===== src/rtl/if_fetch_stage.sv =====
// Instruction-fetch stage with IF/ID pipeline register.
// One imem request outstanding at a time; EX redirects flush IF/ID and retarget the PC.
module if_fetch_stage #(
    parameter logic [31:0] RESET_PC  = 32'h0000_0000,
    parameter logic [31:0] NOP_INSTR = 32'h0000_0013
) (
    input  logic        clk,
    input  logic        rst_n,
    input  logic        jump_taken_if_i,
    input  logic [31:0] pc_new_if_i,
    input  logic        stall_if_i,
    output logic        imem_req_o,
    output logic [31:0] imem_addr_o,
    input  logic [31:0] imem_rdata_i,
    input  logic        imem_rvalid_i,
    output logic [31:0] instr_id_o,
    output logic [31:0] pc_id_o,
    output logic [31:0] pc_order_id_o,
    output logic        valid_id_o,
    output logic [31:0] pc_if_o
);

    typedef enum logic [1:0] {StIssue, StWait, StHold, StKill} state_e;

    state_e      state_q, state_d;
    logic [31:0] pc_q, pc_d;
    logic [31:0] pc_plus4;
    logic [31:0] target;

    logic [31:0] instr_q, instr_d;
    logic [31:0] pc_id_q, pc_id_d;
    logic [31:0] pc_order_q, pc_order_d;
    logic        valid_q, valid_d;

    logic [31:0] hold_instr_q, hold_instr_d;
    logic [31:0] hold_pc_q, hold_pc_d;
    logic [31:0] hold_order_q, hold_order_d;

    logic        load_new;
    logic [31:0] new_instr;
    logic [31:0] new_pc;
    logic [31:0] new_order;

    assign pc_plus4 = pc_q + 32'd4;
    assign target   = pc_new_if_i & ~32'h3;

    // Fetch FSM and PC update.
    always_comb begin
        state_d      = state_q;
        pc_d         = pc_q;
        hold_instr_d = hold_instr_q;
        hold_pc_d    = hold_pc_q;
        hold_order_d = hold_order_q;
        load_new     = 1'b0;
        new_instr    = NOP_INSTR;
        new_pc       = pc_q;
        new_order    = pc_plus4;

        case (state_q)
            StIssue: begin
                if (jump_taken_if_i) begin
                    pc_d    = target;
                    state_d = StKill;
                end else begin
                    state_d = StWait;
                end
            end
            StWait: begin
                if (jump_taken_if_i) begin
                    pc_d    = target;
                    // A response arriving now settles the outstanding request.
                    state_d = imem_rvalid_i ? StIssue : StKill;
                end else if (imem_rvalid_i) begin
                    pc_d = pc_plus4;
                    if (!stall_if_i || !valid_q) begin
                        load_new  = 1'b1;
                        new_instr = imem_rdata_i;
                        new_pc    = pc_q;
                        new_order = pc_plus4;
                        state_d   = StIssue;
                    end else begin
                        hold_instr_d = imem_rdata_i;
                        hold_pc_d    = pc_q;
                        hold_order_d = pc_plus4;
                        state_d      = StHold;
                    end
                end
            end
            StHold: begin
                if (jump_taken_if_i) begin
                    pc_d    = target;
                    state_d = StIssue;
                end else if (!stall_if_i) begin
                    load_new  = 1'b1;
                    new_instr = hold_instr_q;
                    new_pc    = hold_pc_q;
                    new_order = hold_order_q;
                    state_d   = StIssue;
                end
            end
            StKill: begin
                if (jump_taken_if_i) begin
                    pc_d = target;
                end
                if (imem_rvalid_i) begin
                    state_d = StIssue;
                end
            end
            default: state_d = StIssue;
        endcase
    end

    // IF/ID register: flush beats stall beats new instruction.
    always_comb begin
        instr_d    = instr_q;
        pc_id_d    = pc_id_q;
        pc_order_d = pc_order_q;
        valid_d    = valid_q;

        if (jump_taken_if_i) begin
            valid_d = 1'b0;
            instr_d = NOP_INSTR;
        end else if (stall_if_i && valid_q) begin
            valid_d = 1'b1;
        end else if (load_new) begin
            valid_d    = 1'b1;
            instr_d    = new_instr;
            pc_id_d    = new_pc;
            pc_order_d = new_order;
        end else begin
            valid_d = 1'b0;
            instr_d = NOP_INSTR;
        end
    end

    always_ff @(posedge clk) begin
        if (!rst_n) begin
            state_q      <= StIssue;
            pc_q         <= RESET_PC;
            instr_q      <= NOP_INSTR;
            pc_id_q      <= 32'h0;
            pc_order_q   <= 32'h0;
            valid_q      <= 1'b0;
            hold_instr_q <= 32'h0;
            hold_pc_q    <= 32'h0;
            hold_order_q <= 32'h0;
        end else begin
            state_q      <= state_d;
            pc_q         <= pc_d;
            instr_q      <= instr_d;
            pc_id_q      <= pc_id_d;
            pc_order_q   <= pc_order_d;
            valid_q      <= valid_d;
            hold_instr_q <= hold_instr_d;
            hold_pc_q    <= hold_pc_d;
            hold_order_q <= hold_order_d;
        end
    end

    // Request is suppressed while reset is held so nothing issues before release.
    assign imem_req_o    = rst_n && (state_q == StIssue);
    assign imem_addr_o   = pc_q;
    assign instr_id_o    = instr_q;
    assign pc_id_o       = pc_id_q;
    assign pc_order_id_o = pc_order_q;
    assign valid_id_o    = valid_q;
    assign pc_if_o       = pc_q;

endmodule


===== config.mk =====
export PLATFORM = sky130hd
export DESIGN_NAME = if_fetch_stage
export DESIGN_NICKNAME = d
export VERILOG_FILES = /design/src/rtl/if_fetch_stage.sv
export SDC_FILE = /design/constraint.sdc
export NUM_CORES = 1
export LEC_CHECK = 0
export BUFFER_PORTS_ARGS = -buffer_cell sky130_fd_sc_hd__buf_2
export CAP_MARGIN = 5
export CORE_MARGIN = 10
export CORE_UTILIZATION = 50
export CTS_CLUSTER_SIZE = 28
export DETAILED_ROUTE_END_ITERATION = 10
export HOLD_SLACK_MARGIN = 0.12
export PLACE_DENSITY = 0.75
export SYNTH_ARGS = -nofsm -noshare
export SYNTH_HDL_FRONTEND = slang
export SYNTH_SLANG_ARGS = --single-unit

===== constraint.sdc =====
create_clock -name clk -period 2.52 [get_ports clk]
set_input_delay 0.63 -clock clk [delete_from_list [all_inputs] [get_ports clk]]
set_output_delay 0.63 -clock clk [all_outputs]
set_load 0.005 [all_outputs]

==> results of run 1 <==
[final cells by class]
| type | instances | area [µm²] | area share |
|---|---|---|---|
| Sequential cell | 217 | 4344 | 0.3787 |
| Clock inverter | 8 | 115.1 | 0.01003 |
| Timing Repair Buffer | 272 | 1592 | 0.1387 |
| Clock buffer | 31 | 668.1 | 0.05825 |
| Tap cell | 234 | 292.8 | 0.02552 |
| Multi-Input combinational cell | 795 | 4427 | 0.3859 |
| Inverter | 8 | 32.53 | 0.002836 |
[registers in the layout (all words and copies together) (netlist names)]
| register | cells |
|---|---|
| hold_instr_q | 32 |
| state_q | 2 |
| pc_id_o | 30 |
| imem_addr_o | 30 |
| valid_id_o | 1 |
| hold_pc_q | 30 |
| pc_order_id_o | 30 |
| instr_id_o | 32 |
| hold_order_q | 30 |
[where the power goes]
| group | total, mW | leakage, nW | internal, mW | switching [mW] |
|---|---|---|---|---|
| Combinational | 0.868 | 2.30 | 0.335 | 0.534 |
| Clock | 3.51 | 0.389 | 2.15 | 1.36 |
| Sequential | 3.60 | 1.76 | 3.52 | 0.0811 |
| Total | 7.98 | 4.44 | 6.01 | 1.97 |
[worst paths after layout]
| kind | start | endpoint | slack [ns] | cells past startpoint |
|---|---|---|---|---|
| max reg2reg | imem_addr_o[4] | pc_order_id_o[29] | 0.30 | 6 |
| min | imem_rdata_i[8] | hold_instr_q[8] | 0.37 | 3 |
| max | imem_addr_o[4] | pc_order_id_o[29] | 0.30 | 6 |
| min reg2reg | pc_order_id_o[11] | pc_order_id_o[11] | 0.45 | 2 |
[cell families after synthesis]
logic type | synth area share
AO/OA/AOI/OAI | 0.2134
XOR/XNOR | 0.03873
adder cells (fa/ha/maj) | 0.007905
buffers and inverters | 0.08445
flip-flops | 0.4574
multiplexers | 0.002108
other | 0.0003949
AND/OR/NAND/NOR | 0.1955
[metal layers]
metal,wire length (µm),GRT usage
met3,2997,0.05834
met2,13610,0.3613
met1,12290,0.2875
met4,470,0.05476
met5,13,0
[cell usage in the layout (no fill, tap or decap), types with 6 or more instances in the layout]
cell type  instances
nor3_1            18
and3_1             6
o211ai_1           7
conb_1             8
dfxtp_1          217
xnor2_1           29
nor4_1             8
buf_4             44
nand4_1           11
o221ai_1           9
buf_12             8
o21ai_0           68
nor2_1           100
a311oi_1          40
nand2_1          214
xor2_1            13
nand3_1           34
inv_1              7
ha_1               6
buf_2            220
o22ai_1            7
a211oi_1          16
a222oi_1          29
a21oi_1          112
a22oi_1           10
clkbuf_16         25
[worst reg2reg max path, stage by stage, from the launching register on]
cell and delay (ns):
dfxtp_1 0.59, and4_1 0.35, nand4_1 0.15, buf_4 0.24
or3_1 0.42, a311oi_1 0.29, a31o_1 0.13
[stage by stage]
stage	setup WS [ns]	cells	utilization
2_1_floorplan	0.4716	1169	-
3_3_place_gp	0.2600	1526	0.5714
3_5_place_dp	0.2183	1526	0.5714
4_1_cts	0.2933	1565	0.6132
5_1_grt	0.08055	1565	0.6132
6_report	0.2976	1565	0.6132
==> flow_summary.json, run 1 <==
{
  "status": "complete, no violations",
  "area_delta_synth_final_pct": 20.79,
  "ir_drop_mv": 0.4576,
  "hp-class": "in -> reg",
  "slew_viol_final": 0,
  "die_h_um": 157.8,
  "synth.most_common_cell": "dfxtp_1",
  "maxSlewHeadroom": 0.2000,
  "overflow": 0,
  "critPathBufInv": 1,
  "period_share": 0.8819,
  "viasPerCell": 5.806,
  "cts-hold-fix-buffers": 0,
  "grt_usage": 0.2224,
  "cts_resized": 0,
  "max_clock_freq_mhz": 450.0,
  "postRouteAntennaNets": 0,
  "finalSetupViolations": 0,
  "holdWs_ns": 0.3682,
  "dpl_cell_area_um2": 10690,
  "yosys.area.top_type_share": 0.4574,
  "critPathKind": "reg -> reg",
  "ys_async_sr_fraction": 0,
  "grt_max_degree": 81,
  "clkLatencyLatePin_ns": 0.51,
  "grt_pass1_vias": 8591,
  "cts-root-buf": "clkbuf_16",
  "num_vias": 9087,
  "ys_warn_count": 0,
  "cts_setup_buffers": 0,
  "max_cap_viol_count": 0,
  "dieArea_um2": 24910,
  "synthFlopType": "dfxtp_1",
  "port_buffers": 220,
  "syn-cell-area_um2": 9497,
  "num_rows": 50,
  "initial_utilization": 0.5077,
  "clock_sinks": 217,
  "fin_skew_ns": 0.007741,
  "cts_tree": "done",
  "avgRoutedWirePerCell_um": 18.78,
  "synthTopCellsByArea": "dfxtp_1 (46%), nand2_1 (8.5%), a21oi_1 (6.0%)",
  "ys_top_cells_by_count": "dfxtp_1 (217), nand2_1 (214), a21oi_1 (113), nor2_1 (102), clkbuf_1 (81)",
  "endpoint_kind": "register",
  "required_ns": 2.97,
  "antenna_found_initial": 1,
  "die_w_um": 157.8,
  "fillers": 1651,
  "syn_inst": 1162,
  "yosysTopAreaCell": "dfxtp_1",
  "htree_levels": 1,
  "cts.path.max_buffers": 3,
  "slowest_stage": "dfxtp_1",
  "ys_seq_area_frac": 0.4574,
  "place.gp.congestion": 0.8844,
  "worst-path-max-fanout": 16,
  "arrival_ns": 2.68,
  "drive_gt1_frac": 0.2449,
  "slowest_delay_ns": 0.59,
  "fin_crit_ns": 2.222,
  "nets": 1393,
  "ys_ff_latch": 217,
  "synth_edf_count": 0,
  "power_density_nw_per_um2": 695.5,
  "insertedDiodeCount": 0,
  "wl_um": 29380,
  "drtIter0Drc": 831,
  "clk_pin_slew_ns": 0.06,
  "hold_violations": 0,
  "grt_setup_unrepaired": "false",
  "cts_buffers": 24,
  "dp_hpwl_um": 20010,
  "cp_top_family": "simple AND/OR/NAND/NOR gates",
  "stdcell_area_um2": 11470,
  "worstMarginPinSlew_ns": 1.200,
  "total_power_mw": 7.978,
  "cellLeakagePower_nw": 4.441,
  "io_pins": 231,
  "route.detailed.drc": 0,
  "ys_types": 51,
  "postSynthAreaPerCell_um2": 8.173,
  "start_kind": "register",
  "setup_tns_ns": 0,
  "drt_pass1_iterations": 5,
  "worstPathCellList": "and4_1 -> nand4_1 -> buf_4 -> or3_1 -> a311oi_1 -> a31o_1",
  "grt_pass1_wl_um": 45530,
  "core_area_um2": 18710
}
Note: power is estimated with default switching activity, not from simulation.
==> run 2, diff against run 1 <==
Settings changed: CORE_ASPECT_RATIO set to 1.1.
==> flow_summary.json, run 2 (same netlist as run 1, synthesis figures left out) <==
{
  "arrival_ns": 2.71,
  "wl_um": 28430,
  "cellLeakagePower_nw": 4.404,
  "dp_slack_ns": 0.1398,
  "status": "complete, no violations",
  "endpoint_kind": "register",
  "area_delta_synth_final_pct": 20.25,
  "r2r_setup_slack_ns": 0.22,
  "max_cap_viol_count": 0,
  "ir_drop_mv": 0.5147,
  "multi_input_area_um2": 4424,
  "fin_skew_ns": 0.007668,
  "utilization": 0.6159,
  "dp_hpwl_um": 19770,
  "p_clk_frac": 0.416,
  "finalSetupViolations": 0,
  "grt_pass1_wl_um": 45100,
  "drtIter0Drc": 659,
  "grt_max_degree": 74,
  "drive_gt1_frac": 0.2449,
  "overflow": 0,
  "fin_crit_ns": 2.301,
  "power_density_nw_per_um2": 667.6,
  "start_kind": "register",
  "postRouteAntennaNets": 0,
  "num_vias": 8985,
  "combinationalPowerShare": 0.112,
  "slew_viol_final": 0,
  "dieArea_um2": 24910,
  "period_share": 0.9131,
  "reg2reg_to": "hold_order_q[4]",
  "antenna_found_initial": 4,
  "regToRegStartpoint": "state_q[1]",
  "maxSlewHeadroom": 0.6661,
  "cts_tree": "done",
  "final_common_cell": "buf_2",
  "finalWorstSetupSlack_ns": 0.2190,
  "grt_usage": 0.2183,
  "hp-class": "in -> reg",
  "drt_pass1_iterations": 8,
  "avgRoutedWirePerCell_um": 18.05,
  "cts_buffers": 23,
  "holdPathStages": 3,
  "clk_pin_slew_ns": 0.06,
  "htree_levels": 1,
  "hold_end": "hold_instr_q[10]",
  "pwr-share-seq": 0.472,
  "die_w_um": 151.4,
  "register_area_um2": 4344,
  "hold_violations": 0,
  "core_area_um2": 18540,
  "route.detailed.drc": 0,
  "required_ns": 2.93,
  "internal-power_mw": 5.691,
  "cts.path.max_buffers": 3,
  "hp-start": "imem_rdata_i[10]",
  "total_power_mw": 7.623,
  "setup_tns_ns": 0,
  "clock_sinks": 217,
  "viasPerCell": 5.705,
  "cts-root-buf": "clkbuf_16",
  "grt_pass1_vias": 8572,
  "sw_frac_of_total": 0.2535,
  "clkLatencyLatePin_ns": 0.50,
  "p_sw_mw": 1.932,
  "holdWs_ns": 0.3768,
  "fillers": 1651,
  "cts-hold-fix-buffers": 0,
  "grt_setup_unrepaired": "false",
  "port_buffers": 220,
  "critPathKind": "reg -> reg",
  "num_rows": 52,
  "max_clock_freq_mhz": 434.6,
  "worst-path-max-fanout": 27,
  "worstMarginPinSlew_ns": 0.4968,
  "io_pins": 231,
  "place.gp.congestion": 0.8483,
  "initial_utilization": 0.5121,
  "nets": 1393,
  "ff2ff_path_depth": 7,
  "final_cell_mix": "buf_2 (220), dfxtp_1 (217), nand2_1 (214)",
  "die_h_um": 164.5
}
## run 2: cell type report
class / instances / share of cell area
clock inverter: 5 / 0.002410
inverter: 8 / 0.002849
tap: 243 / 0.02662
antenna: 1 / 0.0002191
timing repair buffer: 273 / 0.1411
clock buffer: 33 / 0.05895
multi-input combinational: 795 / 0.3874
sequential: 217 / 0.3804
## run 2: how the worst max path moves through the flow
stage                        endpoint  slack, ns       startpoint  cells after the start
finish                hold_order_q[4]       0.22       state_q[1]                      7
global route          hold_order_q[8]       0.04       state_q[1]                      7
CTS                    instr_id_o[15]       0.21       state_q[0]                      7
detailed placement     instr_id_o[15]       0.14  jump_taken_if_i                      7
global placement       instr_id_o[23]       0.20  jump_taken_if_i                      7
floorplan           pc_order_id_o[18]       0.47    imem_rvalid_i                      7
## run 2: layer usage
layer	vias up	GRT usage	wire length, µm
met2	381	0.3547	13190
met3	46	0.07419	3220
met4	4	0.05779	551
met1	4174	0.2703	11460
met5	-	0	14
li1	4380	-	-
## run 2: timing repair
action | 4_1_cts | 5_1_grt
endpoints found under the hold margin | 0 | 0
resized for setup | 0 | 1
buffers inserted | 0 | 0
endpoints found under the setup margin | 0 | 1
## run 2: power groups by stage
stage	clock network (mW)	registers [mW]	logic, mW
6_report	3.17	3.60	0.851
5_1_grt	3.35	3.61	0.942
4_1_cts	3.21	3.60	0.849
3_5_place_dp	0	3.67	0.844
3_3_place_gp	0	3.67	0.836
2_1_floorplan	0	3.66	0.526
## run 2: worst max-delay path, cell delays in order, from the launching register on
cell and delay, ns:
dfxtp_1 0.34, inv_1 0.11, ha_1 0.31, and2_0 0.43
and3_4 0.51, buf_12 0.22, nor2_1 0.05, a211oi_1 0.22
## run 2: per-stage QoR
step | cell area [µm²] | cells
2_1_floorplan | 9523 | 1169
3_3_place_gp | 10710 | 1536
3_5_place_dp | 10710 | 1536
4_1_cts | 11410 | 1574
5_1_grt | 11420 | 1574
6_report | 11420 | 1575
